**src/rtl/pwmr_access_sched.sv**
```systemverilog
// pwmr_access_sched
//   Access scheduler for the parallel-write / multi-read PE buffer FIFO.
//   Arbitrates RD_NUM reader pop requests against a single push source. It makes at most one
//   transfer per cycle, so it never pushes and pops together. A shadow occupancy per reader
//   ensures that a pop is only granted when that reader's data is already in the FIFO.
//   All FIFO-facing controls are registered and last exactly one cycle.
// Build option:
//   PWMR_SCHED_PERF_EN -- adds the perf_pop_cnt / perf_push_cnt / perf_stall_cnt outputs.
//                         Scheduling behaviour is identical with or without it.

module pwmr_access_sched #(
   parameter int RD_NUM     = 4,
   parameter int WR_NUM     = 1,
   parameter int ADDR_WIDTH = 4,
   parameter int RAM_DEPTH  = 16,
   parameter int WR_STARVE  = 4
) (
   input  logic                             clk,
   input  logic                             Reset,
   input  logic                             enable,
   input  logic                             flush,
   input  logic [RD_NUM-1:0]                rd_req,
   input  logic [ADDR_WIDTH*RD_NUM-1:0]     rd_offset,
   output logic [RD_NUM-1:0]                rd_gnt,
   input  logic                             src_valid,
   output logic                             src_ready,
   output logic                             fifo_push,
   output logic [RD_NUM-1:0]                fifo_pop,
   output logic [ADDR_WIDTH-1:0]            fifo_pop_offset,
   output logic                             fifo_reset,
   output logic [(ADDR_WIDTH+1)*RD_NUM-1:0] occ
`ifdef PWMR_SCHED_PERF_EN
   ,
   output logic [31:0]                      perf_pop_cnt,
   output logic [31:0]                      perf_push_cnt,
   output logic [31:0]                      perf_stall_cnt
`endif
);

   localparam int OCC_W = ADDR_WIDTH + 1;
   localparam int PTR_W = (RD_NUM > 1) ? $clog2(RD_NUM) : 1;
   localparam int STV_W = (WR_STARVE > 0) ? $clog2(WR_STARVE + 1) : 1;

   localparam logic [1:0] ST_IDLE  = 2'd0;
   localparam logic [1:0] ST_RUN   = 2'd1;
   localparam logic [1:0] ST_FLUSH = 2'd2;

   localparam logic [OCC_W-1:0] WR_INC     = OCC_W'(WR_NUM);
   localparam logic [31:0]      WR_NUM_U   = 32'(WR_NUM);
   localparam logic [31:0]      DEPTH_U    = 32'(RAM_DEPTH);
   localparam logic [STV_W-1:0] STARVE_LIM = STV_W'(WR_STARVE);
   localparam logic [PTR_W-1:0] LAST_RD    = PTR_W'(RD_NUM - 1);

   // Reader index k positions after the round-robin pointer, wrapping over RD_NUM.
   function automatic logic [PTR_W-1:0] rr_plus(input logic [PTR_W-1:0] base, input int k);
      return PTR_W'((int'(base) + k) % RD_NUM);
   endfunction

   // State and shadow bookkeeping
   logic [1:0]            state_q, state_d;
   logic [OCC_W-1:0]      occ_q [RD_NUM];
   logic [OCC_W-1:0]      occ_d [RD_NUM];
   logic [PTR_W-1:0]      rr_ptr_q, rr_ptr_d;
   logic [STV_W-1:0]      starve_q, starve_d;

   // Registered one-cycle outputs
   logic [RD_NUM-1:0]     gnt_q, gnt_d;
   logic                  ready_q, ready_d;
   logic [ADDR_WIDTH-1:0] pop_off_q, pop_off_d;
   logic                  fifo_reset_q, fifo_reset_d;
   logic                  rst_seen_q;

   // Decision signals
   logic [ADDR_WIDTH-1:0] off_s [RD_NUM];
   logic [RD_NUM-1:0]     rd_elig_s;
   logic                  wr_room_s;
   logic                  wr_elig_s;
   logic                  any_rd_s;
   logic [PTR_W-1:0]      cand_s;
   logic [PTR_W-1:0]      win_idx_s;
   logic                  decide_s;
   logic                  push_s;
   logic                  pop_s;

   // Per-reader offsets and eligibility, plus write eligibility (room in every reader's view).
   always_comb begin
      rd_elig_s = '0;
      wr_room_s = 1'b1;
      for (int i = 0; i < RD_NUM; i++) begin
         off_s[i]     = rd_offset[i*ADDR_WIDTH +: ADDR_WIDTH];
         rd_elig_s[i] = rd_req[i] && (off_s[i] != '0) &&
                        (occ_q[i] >= {1'b0, off_s[i]}) && !gnt_q[i];
         wr_room_s    = wr_room_s && ((32'(occ_q[i]) + WR_NUM_U) <= DEPTH_U);
      end
      wr_elig_s = src_valid && !ready_q && wr_room_s;
   end

   // Round-robin winner search and the push-vs-pop decision for this edge.
   always_comb begin
      win_idx_s = '0;
      cand_s    = '0;
      // Scan from the far end so that the candidate closest to rr_ptr is written last and wins.
      for (int k = RD_NUM - 1; k >= 0; k--) begin
         cand_s    = rr_plus(rr_ptr_q, k);
         win_idx_s = rd_elig_s[cand_s] ? cand_s : win_idx_s;
      end
      any_rd_s = |rd_elig_s;
      decide_s = (state_q == ST_RUN) && enable && !flush;
      // A starved write beats readers; otherwise the write only fills idle cycles.
      push_s   = decide_s && wr_elig_s && ((starve_q >= STARVE_LIM) || !any_rd_s);
      pop_s    = decide_s && any_rd_s && !push_s;
   end

   // Next-state logic: FSM, shadow occupancy, round-robin pointer, starvation count, outputs.
   always_comb begin
      state_d      = state_q;
      rr_ptr_d     = rr_ptr_q;
      starve_d     = starve_q;
      gnt_d        = '0;
      ready_d      = 1'b0;
      pop_off_d    = '0;
      fifo_reset_d = 1'b0;
      for (int i = 0; i < RD_NUM; i++) begin
         occ_d[i] = occ_q[i];
      end

      case (state_q)
         ST_IDLE: begin
            state_d = enable ? ST_RUN : ST_IDLE;
         end
         ST_RUN: begin
            if (flush) begin
               state_d      = ST_FLUSH;
               fifo_reset_d = 1'b1;
               rr_ptr_d     = '0;
               starve_d     = '0;
               for (int i = 0; i < RD_NUM; i++) begin
                  occ_d[i] = '0;
               end
            end else if (!enable) begin
               state_d = ST_IDLE;
            end else if (push_s) begin
               ready_d  = 1'b1;
               starve_d = '0;
               for (int i = 0; i < RD_NUM; i++) begin
                  occ_d[i] = occ_q[i] + WR_INC;
               end
            end else if (pop_s) begin
               gnt_d[win_idx_s]  = 1'b1;
               pop_off_d         = off_s[win_idx_s];
               occ_d[win_idx_s]  = occ_q[win_idx_s] - {1'b0, off_s[win_idx_s]};
               rr_ptr_d          = (win_idx_s == LAST_RD) ? '0 : (win_idx_s + PTR_W'(1));
               // The write lost this cycle although it could have gone.
               if (wr_elig_s && (starve_q < STARVE_LIM)) begin
                  starve_d = starve_q + STV_W'(1);
               end else begin
                  starve_d = starve_q;
               end
            end else begin
               state_d = ST_RUN;
            end
         end
         ST_FLUSH: begin
            state_d  = enable ? ST_RUN : ST_IDLE;
            rr_ptr_d = '0;
            starve_d = '0;
            for (int i = 0; i < RD_NUM; i++) begin
               occ_d[i] = '0;
            end
         end
         default: begin
            state_d = ST_IDLE;
         end
      endcase
   end

   // State registers; the first cycle after Reset also pulses fifo_reset to realign the FIFO.
   always_ff @(posedge clk) begin
      if (Reset) begin
         state_q      <= ST_IDLE;
         rr_ptr_q     <= '0;
         starve_q     <= '0;
         gnt_q        <= '0;
         ready_q      <= 1'b0;
         pop_off_q    <= '0;
         fifo_reset_q <= 1'b0;
         rst_seen_q   <= 1'b1;
         for (int i = 0; i < RD_NUM; i++) begin
            occ_q[i] <= '0;
         end
      end else begin
         state_q      <= state_d;
         rr_ptr_q     <= rr_ptr_d;
         starve_q     <= starve_d;
         gnt_q        <= gnt_d;
         ready_q      <= ready_d;
         pop_off_q    <= pop_off_d;
         fifo_reset_q <= fifo_reset_d | rst_seen_q;
         rst_seen_q   <= 1'b0;
         for (int i = 0; i < RD_NUM; i++) begin
            occ_q[i] <= occ_d[i];
         end
      end
   end

   // Pack the shadow occupancy onto the flat output bus.
   always_comb begin
      occ = '0;
      for (int i = 0; i < RD_NUM; i++) begin
         occ[i*OCC_W +: OCC_W] = occ_q[i];
      end
   end

   assign rd_gnt          = gnt_q;
   assign fifo_pop        = gnt_q;
   assign src_ready       = ready_q;
   assign fifo_push       = ready_q;
   assign fifo_pop_offset = pop_off_q;
   assign fifo_reset      = fifo_reset_q;

`ifdef PWMR_SCHED_PERF_EN
   logic [31:0] perf_pop_q, perf_push_q, perf_stall_q;
   logic        perf_clr_s;
   logic        stall_s;

   // Counter clear on flush entry/FLUSH state, and stall condition (requests pending, none grantable).
   always_comb begin
      perf_clr_s = ((state_q == ST_RUN) && flush) || (state_q == ST_FLUSH);
      stall_s    = (state_q == ST_RUN) && !flush && (|rd_req) && !any_rd_s;
   end

   // Wrapping event counters for grants, pushes and reader stalls.
   always_ff @(posedge clk) begin
      if (Reset) begin
         perf_pop_q   <= 32'd0;
         perf_push_q  <= 32'd0;
         perf_stall_q <= 32'd0;
      end else if (perf_clr_s) begin
         perf_pop_q   <= 32'd0;
         perf_push_q  <= 32'd0;
         perf_stall_q <= 32'd0;
      end else begin
         perf_pop_q   <= perf_pop_q + (pop_s ? 32'd1 : 32'd0);
         perf_push_q  <= perf_push_q + (push_s ? 32'd1 : 32'd0);
         perf_stall_q <= perf_stall_q + (stall_s ? 32'd1 : 32'd0);
      end
   end

   assign perf_pop_cnt   = perf_pop_q;
   assign perf_push_cnt  = perf_push_q;
   assign perf_stall_cnt = perf_stall_q;
`endif

endmodule

```
**config.mk**
```make
export PLATFORM = sky130hd
export DESIGN_NAME = pwmr_access_sched
export DESIGN_NICKNAME = d
export VERILOG_FILES = /design/src/rtl/pwmr_access_sched.sv
export SDC_FILE = /design/constraint.sdc
export NUM_CORES = 1
export LEC_CHECK = 0
export ABC_CLOCK_PERIOD_IN_PS = 4700
export CORE_MARGIN = 2
export CORE_UTILIZATION = 50
export CTS_CLUSTER_DIAMETER = 50
export DETAILED_ROUTE_END_ITERATION = 8
export PLACE_DENSITY = 0.76
export SLEW_MARGIN = 40
export SYNTH_ARGS = -nofsm -noshare
export SYNTH_HDL_FRONTEND = slang
export SYNTH_SLANG_ARGS = --single-unit
export TNS_END_PERCENT = 100
```
**constraint.sdc**
```tcl
create_clock -name clk -period 4.7 [get_ports clk]
set_clock_uncertainty 0.15 [all_clocks]
set_input_delay 0.705 -clock clk [delete_from_list [all_inputs] [get_ports clk]]
set_output_delay 0.705 -clock clk [all_outputs]
set_load 0.05 [all_outputs]
```
# Yosys cells after proc, flatten, opt, wreduce, memory -nomap -nowiden

Memory sizes are Yosys's and may differ from the RTL's.
Index checks and enable logic that the tools add are counted.

Memories kept: 1
Bits in registers: 18
Memory bits (writable): 20

Multiplexer cells: 53
$lt $le $gt $ge: 18
Reduce and logical (&&, ||, !) cells: 48
Add/subtract/negate cells: 14
Equal/unequal tests: 10
Bitwise logic cells: 9

Memories:

| name  | words | width | read ports | clocked after Yosys merged registers in | wr ports | line | RTL |
|---|---|---|---|---|---|---|---|
| occ_q | 4     | 5     | 5          | 0                                       | 4        | 61   | `logic [OCC_W-1:0] occ_q [RD_NUM];` |

Operators by type and width:

| operator                                                   | count |
|---|---|
| 2-to-1 mux 20 bit                                          | 4 |
| one-hot mux 20 bit (2 select lines)                        | 1 |
| logical AND 1 bit                                          | 26 |
| 2-to-1 mux 2 bit                                           | 13 |
| 2-to-1 mux 5 bit                                           | 5 |
| adder 5 x 1 -> 6 bit, second input constant                | 4 |
| <= comparator 6 x 5 -> 1 bit, second input constant        | 4 |
| adder 5 x 1 -> 5 bit, second input constant                | 4 |
| bitwise mux 20 bit                                         | 1 |
| >= comparator 5 x 4 -> 1 bit                               | 4 |
| nonzero test 4 bit                                         | 4 |
| less-than comparator 2 x 3 -> 1 bit, second input constant | 5 |
| 2-to-1 mux 3 bit                                           | 5 |
| 2-to-1 mux 1 bit                                           | 12 |
| inequality test 4 bit, second input constant               | 3 |
| demux 5 bit (select 2 bit)                                 | 1 |
| inequality test 3 bit, second input constant               | 3 |
| binary-select mux 1 bit (select 2 bit)                     | 4 |
| binary-select mux 4 bit (select 2 bit)                     | 1 |
| logical NOT 1 bit                                          | 8 |
| 2-to-1 mux 4 bit                                           | 2 |
| one-hot mux 2 bit (2 select lines)                         | 2 |
| AND reduction 4 bit                                        | 2 |
| OR reduction 4 bit                                         | 2 |
| 22 further kinds                                           | 32 |

# Logic depth before layout (Yosys ltp)

Gate-level depths: netlist of run 1.

Depth after elaboration: 22
Depth in mapped cells: 22
Gate-level depth less buffers: 19

# Worst setup path before layout of run 1

No wires, ideal clock.

Path type: register -> register
Start point: memory occ_q[0][0] (netlist bit)
End point: memory occ_q[0][4] (netlist bit)
Buffers on the path: 1
Data arrival time: 4.253 ns
Slack: 0.238 ns
Library setup time: 0.060 ns
Period minus slack after synthesis: 4.462 ns
Stages on the path, launching flop included: 19
Path through: dfxtp_1 > inv_1 > ha_1 > nor2b_1 > a2bb2oi_1 > a21oi_1 > a21o_1 > a21oi_1 > o22ai_1 > clkbuf_1 > o211ai_1 > o21ai_0 > ha_1 > inv_1 > fa_1 > a21o_1 > a21oi_1 > xor2_1 > a41o_1

RTL lines:

| element         | line |
|---|---|
| start, declared | 61 |

==> flow_summary.ini, run 1 <==
[run_status]
status = complete, no violations

[power]
pwr-share-clk = 0.258
p_switching_mw = 0.344
powerDensity_nw_per_um2 = 213
p_leak_nw = 1.84
comb_power_share = 0.374
internal-power_mw = 0.603
seqPwrFrac = 0.368
peakVddDrop_v = 0.000119
swShare = 0.363

[hold_path]
hold_depth = 2
min-delay-start = rst_seen_q
hp-class = reg -> reg
worst_hold_path.endpoint = fifo_reset

[global_routing]
grt_pass1_vias = 3459
grt_pass1_wl_um = 16700
grt_max_degree = 34
grt_usage = 0.280
antenna_found_initial = 0
gr-total-overflow = 0

[routing]
wl_per_cell_um = 17.3
drc = 0
routed_via_density = 6.04
routed_wl_um = 10800
ant_nets = 0
via_count = 3763
drt-initial-drc-count = 374
first_pass_iters = 5

[clocking]
clk_latency_ns = 0.30
cts_root_buffer = clkbuf_8
clock_sinks = 38
clk_path_buf_depth = 2
cts_made_buffers = 5
htree_num_levels = 2
cts_hold_buf = 0
clk_pin_slew_worst_paths_ns = 0.08
cts_tree = built
post_cts_buffers = 0

[final_layout]
antenna_cells = 0
final_cell_area_um2 = 4460
final_common_cell = clkdlybuf4s50_1
syn2layout_area_growth_pct = 27.1
most-common-layout-cells = clkdlybuf4s50_1, a21oi_1, nand2_1
instances_no_fill = 623
nNetsFinal = 589
drive_gt1_frac = 0.120

[floorplanning]
die_x_um = 87.7
dieArea_um2 = 7690
core_um2 = 6790
initial_core_util = 0.516
rows = 30
ioPinCount = 60
die_y_um = 87.7

[synthesis]
ys_top_cells_by_area = dfxtp_1, ha_1, a21oi_1
ys_warn_count = 0
synth_compound_area_frac = 0.247
synth_top_area_cell = dfxtp_1
ys_types = 66
synthMuxAreaShare = 0.0257
synth_nets = 520
synth-adder-area-share = 0.138
synth_seq_cells = 38
synth-simple-area-share = 0.258
async_flop_share = 0
synth-main-ff-cell = dfxtp_1
yosys.area.top_type_share = 0.217
synth_top_family_by_area = simple AND/OR/NAND/NOR gates
synth_edf_count = 0
ys_seq_area_frac = 0.217
syn-instance-count = 457
synthXorXnorAreaFrac = 0.0275
synth_area_um2 = 3500
avgSynthCellArea_um2 = 7.67

[timing]
worst_pin_slew_ns = 0.750
max_freq_ghz = 0.224
final-hold-violation-count = 0
setup_viol = 0
hold_ws_ns = 0.292
max_slew_margin = 0.498
slew_violations = 0
min_period_ns = 4.47
period_share = 0.951

[setup_path]
crit_path_max_fanout = 10
cp-start-kind = input pin
cp-end-kind = flip-flop
worstRegToRegCells = 19
arrival_ns = 4.55
reg2reg_slack_ns = 0.52
worstPathRequired_ns = 4.78
reg2reg_from = occ_q[2][0]
reg2reg_to = occ_q[3][3]
path_class = in -> reg

[placed_design]
detailed_place.area_um2 = 4320
gp_congestion = 0.899
dp.cells = 614
dpl.hpwl_um = 7880
portBuffers = 59

[job]
drv_cap = 0
worst max-delay path, stage by stage:
cell             delay (ns)
clkdlybuf4s50_1        0.47
inv_1                  0.06
ha_1                   0.30
a211o_1                0.29
a31oi_1                0.14
a21oi_1                0.17
o21a_1                 0.16
o221a_4                0.28
buf_12                 0.14
o211ai_1               0.15
o21ai_0                0.16
buf_4                  0.18
ha_1                   0.30
a21o_1                 0.20
a21oi_2                0.18
xnor2_2                0.16
nand3_1                0.13
o21ai_0                0.11
nand3_1                0.10
a21oi_1                0.14
what timing repair did:
action | in CTS | in global routing
resized for setup | 0 | 8
endpoints found under the setup margin | 0 | 16
hold endpoints to repair | 0 | 0
routing by layer:
layer	wire (um)	global-route usage	vias to the layer above
li1	-	-	1783
met5	0	0	-
met4	310	0.116	0
met3	839	0.0368	29
met2	5130	0.480	200
met1	4480	0.352	1751
how the worst max path moves through the flow:
stage,from,to,slack (ns),cells past startpoint
6_report,rd_offset[15],occ_q[3][3],0.23,20
5_1_grt,rd_offset[11],occ_q[3][3],-0.03,20
4_1_cts,rd_offset[11],occ_q[3][3],0.19,20
3_5_place_dp,rd_offset[15],occ_q[3][3],-0.09,20
3_3_place_gp,rd_offset[11],occ_q[3][3],-0.04,20
2_1_floorplan,occ_q[0][0],occ_q[0][4],0.24,18
per-stage QoR:
step | TNS [ns] | worst slack, ns | utilization | total power [mW]
floorplan | 0 | 0.238 | - | 0.555
global placement | -0.0708 | -0.0425 | 0.634 | 0.679
detailed placement | -0.558 | -0.0930 | 0.635 | 0.685
CTS | 0 | 0.186 | 0.649 | 0.928
global route | -0.0528 | -0.0297 | 0.656 | 0.989
finish | 0 | 0.232 | 0.656 | 0.947
cell type report:
class | instances | area, um^2
flip-flops and latches | 38 | 761
clock buffers | 6 | 82.6
inverters | 35 | 131
fillers | 596 | 2340
well taps | 96 | 120
repair buffers | 94 | 870
multi-input cells | 352 | 2480
clock inverters | 2 | 12.5
state kept, by name, indices dropped and copies added, names as in the netlist:
| name | count |
|---|---|
| occ_q | 20 |
| rr_ptr_q | 2 |
| fifo_pop_offset | 4 |
| rst_seen_q | 1 |
| fifo_pop | 4 |
| fifo_push | 1 |
| state_q | 2 |
| starve_q | 3 |
| fifo_reset | 1 |
synthesized netlist by cell type, types with 4 or more instances:
master	instances
buf_4	6
nand3_1	31
xnor2_1	6
buf_2	6
a21o_1	5
o211ai_1	4
o21ai_1	4
a31oi_1	9
nand3b_1	5
a211oi_1	6
nand2b_1	8
o31a_1	4
mux2i_1	9
a21oi_1	43
nor3b_1	4
or4_1	7
clkbuf_1	10
and2_1	8
buf_1	6
xor2_1	5
o21a_1	7
o21ai_0	14
or3_1	4
nand4_1	5
nor2_1	22
nor3_1	9
nand2_1	41
ha_1	37
inv_1	34
nor2b_1	7
dfxtp_1	38
power by group through the flow:
stage	Clock, mW	Sequential, mW	Combinational, mW
6_report	0.244	0.349	0.354
5_1_grt	0.257	0.350	0.381
4_1_cts	0.246	0.348	0.333
3_5_place_dp	0	0.356	0.330
3_3_place_gp	0	0.355	0.323
2_1_floorplan	0	0.374	0.181
logic make-up (layout without fill, tap and decap cells):
family | after synthesis | count (layout)
simple gates | 166 | 166
compound gates | 128 | 128
buf+inv | 67 | 137
fa+ha+maj | 38 | 38
flops | 38 | 38
xor+xnor | 11 | 11
mux | 9 | 9
Note: power is estimated with default switching activity, not from simulation.
==> inputs of run 2 (changes only) <==
--- a/config.mk
+++ b/config.mk
@@ -10,7 +10,7 @@
 export CORE_UTILIZATION = 50
 export CTS_CLUSTER_DIAMETER = 50
 export DETAILED_ROUTE_END_ITERATION = 8
-export PLACE_DENSITY = 0.76
+export DONT_BUFFER_PORTS = 1
 export SLEW_MARGIN = 40
 export SYNTH_ARGS = -nofsm -noshare
 export SYNTH_HDL_FRONTEND = slang
==> run 2 against run 1 <==
  * Critical path depth down 1
  * Setup slack better by 0.25 ns
  * Sequential cell count unchanged
  * Maximum frequency up 5.9%
  * Total power down 5.4%
  * Via count down 9.8%
  * Worst hold slack better by 0.0027 ns
  * Non-clock buffer count down 60
  * Design area down 14%
  * Sequential share of layout area up 2.9 points
  * Clock power up 11%
  * Critical endpoint is now occ_q[0][3]
  * Largest cell class unchanged
  * Highest routed layer unchanged
==> flow_summary.ini, run 2 (same netlist as run 1, synthesis figures left out) <==
[run_status]
status = complete, no violations

[power]
power_mw = 0.896
peakVddDrop_v = 0.000148
powerDensity_nw_per_um2 = 235
p_leak_nw = 1.62

[timing]
worst_pin_slew_ns = 0.805
max_freq_ghz = 0.237
slew_violations = 0
min_period_ns = 4.22
setup_viol = 0
rsz0062_at_grt = no
setup-tns-final_ns = 0
period_share = 0.897
final-hold-violation-count = 0
max_slew_margin = 0.462

[floorplanning]
dieArea_um2 = 7690
initial_core_util = 0.516
ioPinCount = 60
die_y_um = 87.7
die_x_um = 87.7
core_um2 = 6790
rows = 30

[clocking]
cts_hold_buf = 0
clk_path_buf_depth = 2
cts_tree = built
clock_sinks = 38
cts_root_buffer = clkbuf_8
cts_made_buffers = 5
post_cts_buffers = 0
clk_pin_slew_worst_paths_ns = 0.07
cts_resized = 0
clk_latency_ns = 0.30
htree_num_levels = 2

[routing]
drc = 0
ant_nets = 0
first_pass_iters = 4
routed_via_density = 6.03
via_count = 3395
wl_per_cell_um = 18.7
drt-initial-drc-count = 207
routed_wl_um = 10500

[setup_path]
cp-end-kind = flip-flop
reg2reg_slack_ns = 0.58
critical_path.startpoint = rd_offset[11]
crit_path_end = occ_q[0][3]
arrival_ns = 4.30
reg2reg_from = occ_q[2][3]
crit_path_max_fanout = 14
reg2reg_to = occ_q[0][3]
worstPathRequired_ns = 4.78
worstRegToRegCells = 18
path_class = in -> reg
cp-start-kind = input pin

[job]
drv_cap = 0

[global_routing]
gr-usage-met2 = 0.476
gr-total-overflow = 0
grt_usage = 0.281
grt_pass1_vias = 3212
met1_usage = 0.363
grt_busiest_layer = met2
grt_max_degree = 34
use_met3 = 0.0481
grt_pass1_wl_um = 16700
antenna_found_initial = 0

[placed_design]
dpl.hpwl_um = 7950
portBuffers = 0
detailed_place.area_um2 = 3710
dp.cells = 555
gp_congestion = 0.843

[final_layout]
instances_no_fill = 563
largest_register = occ_q
largest_reg_flops = 20
nNetsFinal = 529
most-common-layout-cells = a21oi_1, nand2_1, ha_1, dfxtp_1
final_common_cell = a21oi_1
syn2layout_area_growth_pct = 8.93
final_cell_area_um2 = 3820
antenna_cells = 0
drive_gt1_frac = 0.122

[hold_path]
hp-class = in -> reg
hold_depth = 0
## run 2: through the flow
step	util	hold slack, ns	worst slack (ns)
after global routing	0.562	0.265	0.261
after detailed placement	0.546	0.283	0.252
after CTS	0.562	0.276	0.553
final	0.562	0.295	0.482
after floorplan	-	0.263	0.238
after global placement	0.545	0.280	0.288
## run 2: cell type report
class | count | area, um^2
Fill cell | 685 | 2980
Multi-Input combinational cell | 352 | 2440
Sequential cell | 38 | 762
Timing Repair Buffer | 34 | 255
Inverter | 35 | 131
Tap cell | 96 | 120
Clock buffer | 8 | 110
## run 2: power by group
part	leakage, nW	switching, mW	internal (mW)
combinational	1.26	0.184	0.0978
sequential	0.308	0.0108	0.331
clock	0.0575	0.123	0.148
## run 2: worst min path at each step
stage,from,end
finish,Reset,rst_seen_q
global route,Reset,rst_seen_q
CTS,Reset,rst_seen_q
detailed placement,rst_seen_q,fifo_reset
global placement,rst_seen_q,fifo_reset
floorplan,rst_seen_q,fifo_reset
## run 2: worst max-delay path, stage by stage
cell and delay [ns]:
inv_1 0.02, ha_1 0.20, or4_1 0.52, a21oi_2 0.15, or3_1 0.16, o21a_1 0.11
o221a_2 0.38, buf_4 0.24, nor2b_1 0.06, a211oi_1 0.24, a21oi_1 0.12, ha_1 0.30
a21o_1 0.18, a21oi_1 0.16, xnor2_1 0.27, nand3_1 0.14, o21ai_0 0.11, nand3_1 0.09
a21oi_1 0.13
## run 2: routing by layer
| layer | up-vias | part of all wire |
|---|---|---|
| li1 | 1661 | - |
| met1 | 1591 | 0.45 |
| met2 | 122 | 0.46 |
| met3 | 21 | 0.064 |
| met4 | 0 | 0.022 |
| met5 | - | 0 |
==> inputs of run 3 (changes only) <==
--- a/config.mk
+++ b/config.mk
@@ -6,11 +6,13 @@
 export NUM_CORES = 1
 export LEC_CHECK = 0
 export ABC_CLOCK_PERIOD_IN_PS = 4700
+export CORE_ASPECT_RATIO = 1.5
 export CORE_MARGIN = 2
-export CORE_UTILIZATION = 50
+export CORE_UTILIZATION = 25
 export CTS_CLUSTER_DIAMETER = 50
 export DETAILED_ROUTE_END_ITERATION = 8
 export DONT_BUFFER_PORTS = 1
+export MAX_ROUTING_LAYER = met4
 export SLEW_MARGIN = 40
 export SYNTH_ARGS = -nofsm -noshare
 export SYNTH_HDL_FRONTEND = slang
==> run 3 against run 2 <==
  * Count of clock-buffer cells in the layout down 3
  * Design area up 4.3%
  * First-iteration DRC count up 60%
==> flow_summary.ini, run 3 (same netlist as run 1, synthesis figures left out) <==
[placed_design]
portBuffers = 0
gp_congestion = 0.960
dpl.hpwl_um = 9400
pre_cts_ws_ns = 0.0694
detailed_place.area_um2 = 3790

[timing]
min_period_ns = 4.42
max_freq_ghz = 0.226
final-hold-violation-count = 0
rsz0062_at_grt = no
finalWorstSetupSlack_ns = 0.281
setup_viol = 0
slew_violations = 0
max_slew_margin = 0.560
worst_pin_slew_ns = 0.660
setup-tns-final_ns = 0
period_share = 0.940

[routing]
routed_wl_um = 12000
first_pass_iters = 5
drc = 0
drt-initial-drc-count = 332
wl_per_cell_um = 19.0
routed_via_density = 5.63
ant_nets = 0
via_count = 3545

[power]
seqPwrFrac = 0.319
peakVddDrop_v = 0.000161
power_mw = 1.07
powerDensity_nw_per_um2 = 269
p_leak_nw = 1.65
pwr-share-clk = 0.417
internal-power_mw = 0.734
p_switching_mw = 0.338
swShare = 0.315
comb_power_share = 0.264

[setup_path]
cp-end-kind = flip-flop
worstRegToRegCells = 17
crit_path_max_fanout = 20
reg2reg_slack_ns = 0.41
arrival_ns = 4.47
cpMostUsedCell = a21oi_1
max_stage_delay_ns = 0.49
cp-start-kind = input pin
reg2reg_to = occ_q[0][1]
worstPathRequired_ns = 4.75
path_cells = inv_1 > ha_1 > a211o_1 > a31oi_1 > a21oi_1 > o21a_1 > o221a_2 > buf_4 > a21oi_1 > o21ai_0 > ha_1 > inv_1 > fa_1 > nor2b_1 > nand3_1 > a21oi_1 > nand2_1 > a21oi_1
path_class = in -> reg
critPathTopFamily = compound AO/OA/AOI/OAI gates
crit_slowest_cell = a21oi_1
cp_num_buf_inv = 3
reg2reg_from = occ_q[2][3]

[floorplanning]
rows = 53
die_y_um = 149
initial_core_util = 0.253
dieArea_um2 = 15000
core_um2 = 13900
die_x_um = 101
ioPinCount = 60

[clocking]
cts_hold_buf = 0
cts_root_buffer = clkbuf_16
cts_tree = built
clk_pin_slew_worst_paths_ns = 0.06
clk_path_buf_depth = 2
cts_resized = 0
clk_latency_ns = 0.29
htree_num_levels = 2
post_cts_buffers = 0
clock_sinks = 38
cts_made_buffers = 5

[final_layout]
antenna_cells = 0
largest_register = occ_q
drive_gt1_frac = 0.120
most-common-layout-cells = a21oi_1, nand2_1, ha_1, dfxtp_1, inv_1
nNetsFinal = 527
largest_reg_flops = 20
final_cell_area_um2 = 3980
n_fill_cell = 1447
final_common_cell = a21oi_1
syn2layout_area_growth_pct = 13.6

[global_routing]
grt_usage = 0.165
grt_pass1_wl_um = 18800
antenna_found_initial = 0
gr-total-overflow = 0
grt_pass1_vias = 3599
grt_max_degree = 34

[hold_path]
hp-class = reg -> reg
hold_depth = 2
min-delay-start = rst_seen_q
worst_hold_path.endpoint = fifo_reset

[run_status]
status = complete, no violations

[job]
drv_cap = 0
## run 3: layer usage
layer  global-route usage  vias to the layer above  routed length, um
li1                     -                     1659                  -
met1                0.167                     1671               4390
met3               0.0342                       33                819
met2                0.300                      182               6370
met5                    -                        -                  0
met4               0.0712                        0                380
## run 3: power groups by stage
| stage | Clock [mW] | Sequential, mW | Combinational, mW |
|---|---|---|---|
| floorplan | 0 | 0.374 | 0.181 |
| global placement | 0 | 0.348 | 0.271 |
| detailed placement | 0 | 0.348 | 0.277 |
| CTS | 0.455 | 0.341 | 0.280 |
| global route | 0.471 | 0.342 | 0.307 |
| finish | 0.447 | 0.341 | 0.283 |
## run 3: cell type report
cell class	instances	area [um^2]	share of cell area
multi-input cells	352	2450	0.615
clock inverters	3	68.8	0.0173
repair buffers	32	240	0.0604
flip-flops and latches	38	762	0.191
well taps	165	206	0.0519
inverters	35	131	0.0330
clock buffers	5	125	0.0314
## run 3: tightest hold or removal path, delay by kind of cell, from the launching register on
kind | cells | cell delay, ns
AOI/OAI and AO/OA | 1 | 0.04
DFF | 1 | 0.30
and+or+nand+nor | 1 | 0.07
## run 3: worst max-delay path by stage
stage                              from  slack (ns)     endpoint  cells after the start
final                     rd_offset[15]        0.28  occ_q[0][1]                     18
after global routing      rd_offset[15]        0.02  occ_q[0][1]                     18
after CTS                 rd_offset[15]        0.33  occ_q[0][1]                     18
after detailed placement  rd_offset[15]        0.07  occ_q[0][1]                     18
after global placement    rd_offset[15]        0.18  occ_q[0][1]                     18
after floorplan             occ_q[0][0]        0.24  occ_q[0][4]                     18
## run 3: stage by stage
stage / utilization / hold slack, ns / std cells
after global routing: 0.287 / 0.280 / 630
after floorplan: - / 0.263 / 457
after global placement: 0.273 / 0.291 / 622
after detailed placement: 0.273 / 0.297 / 622
after CTS: 0.287 / 0.288 / 630
final: 0.287 / 0.293 / 630
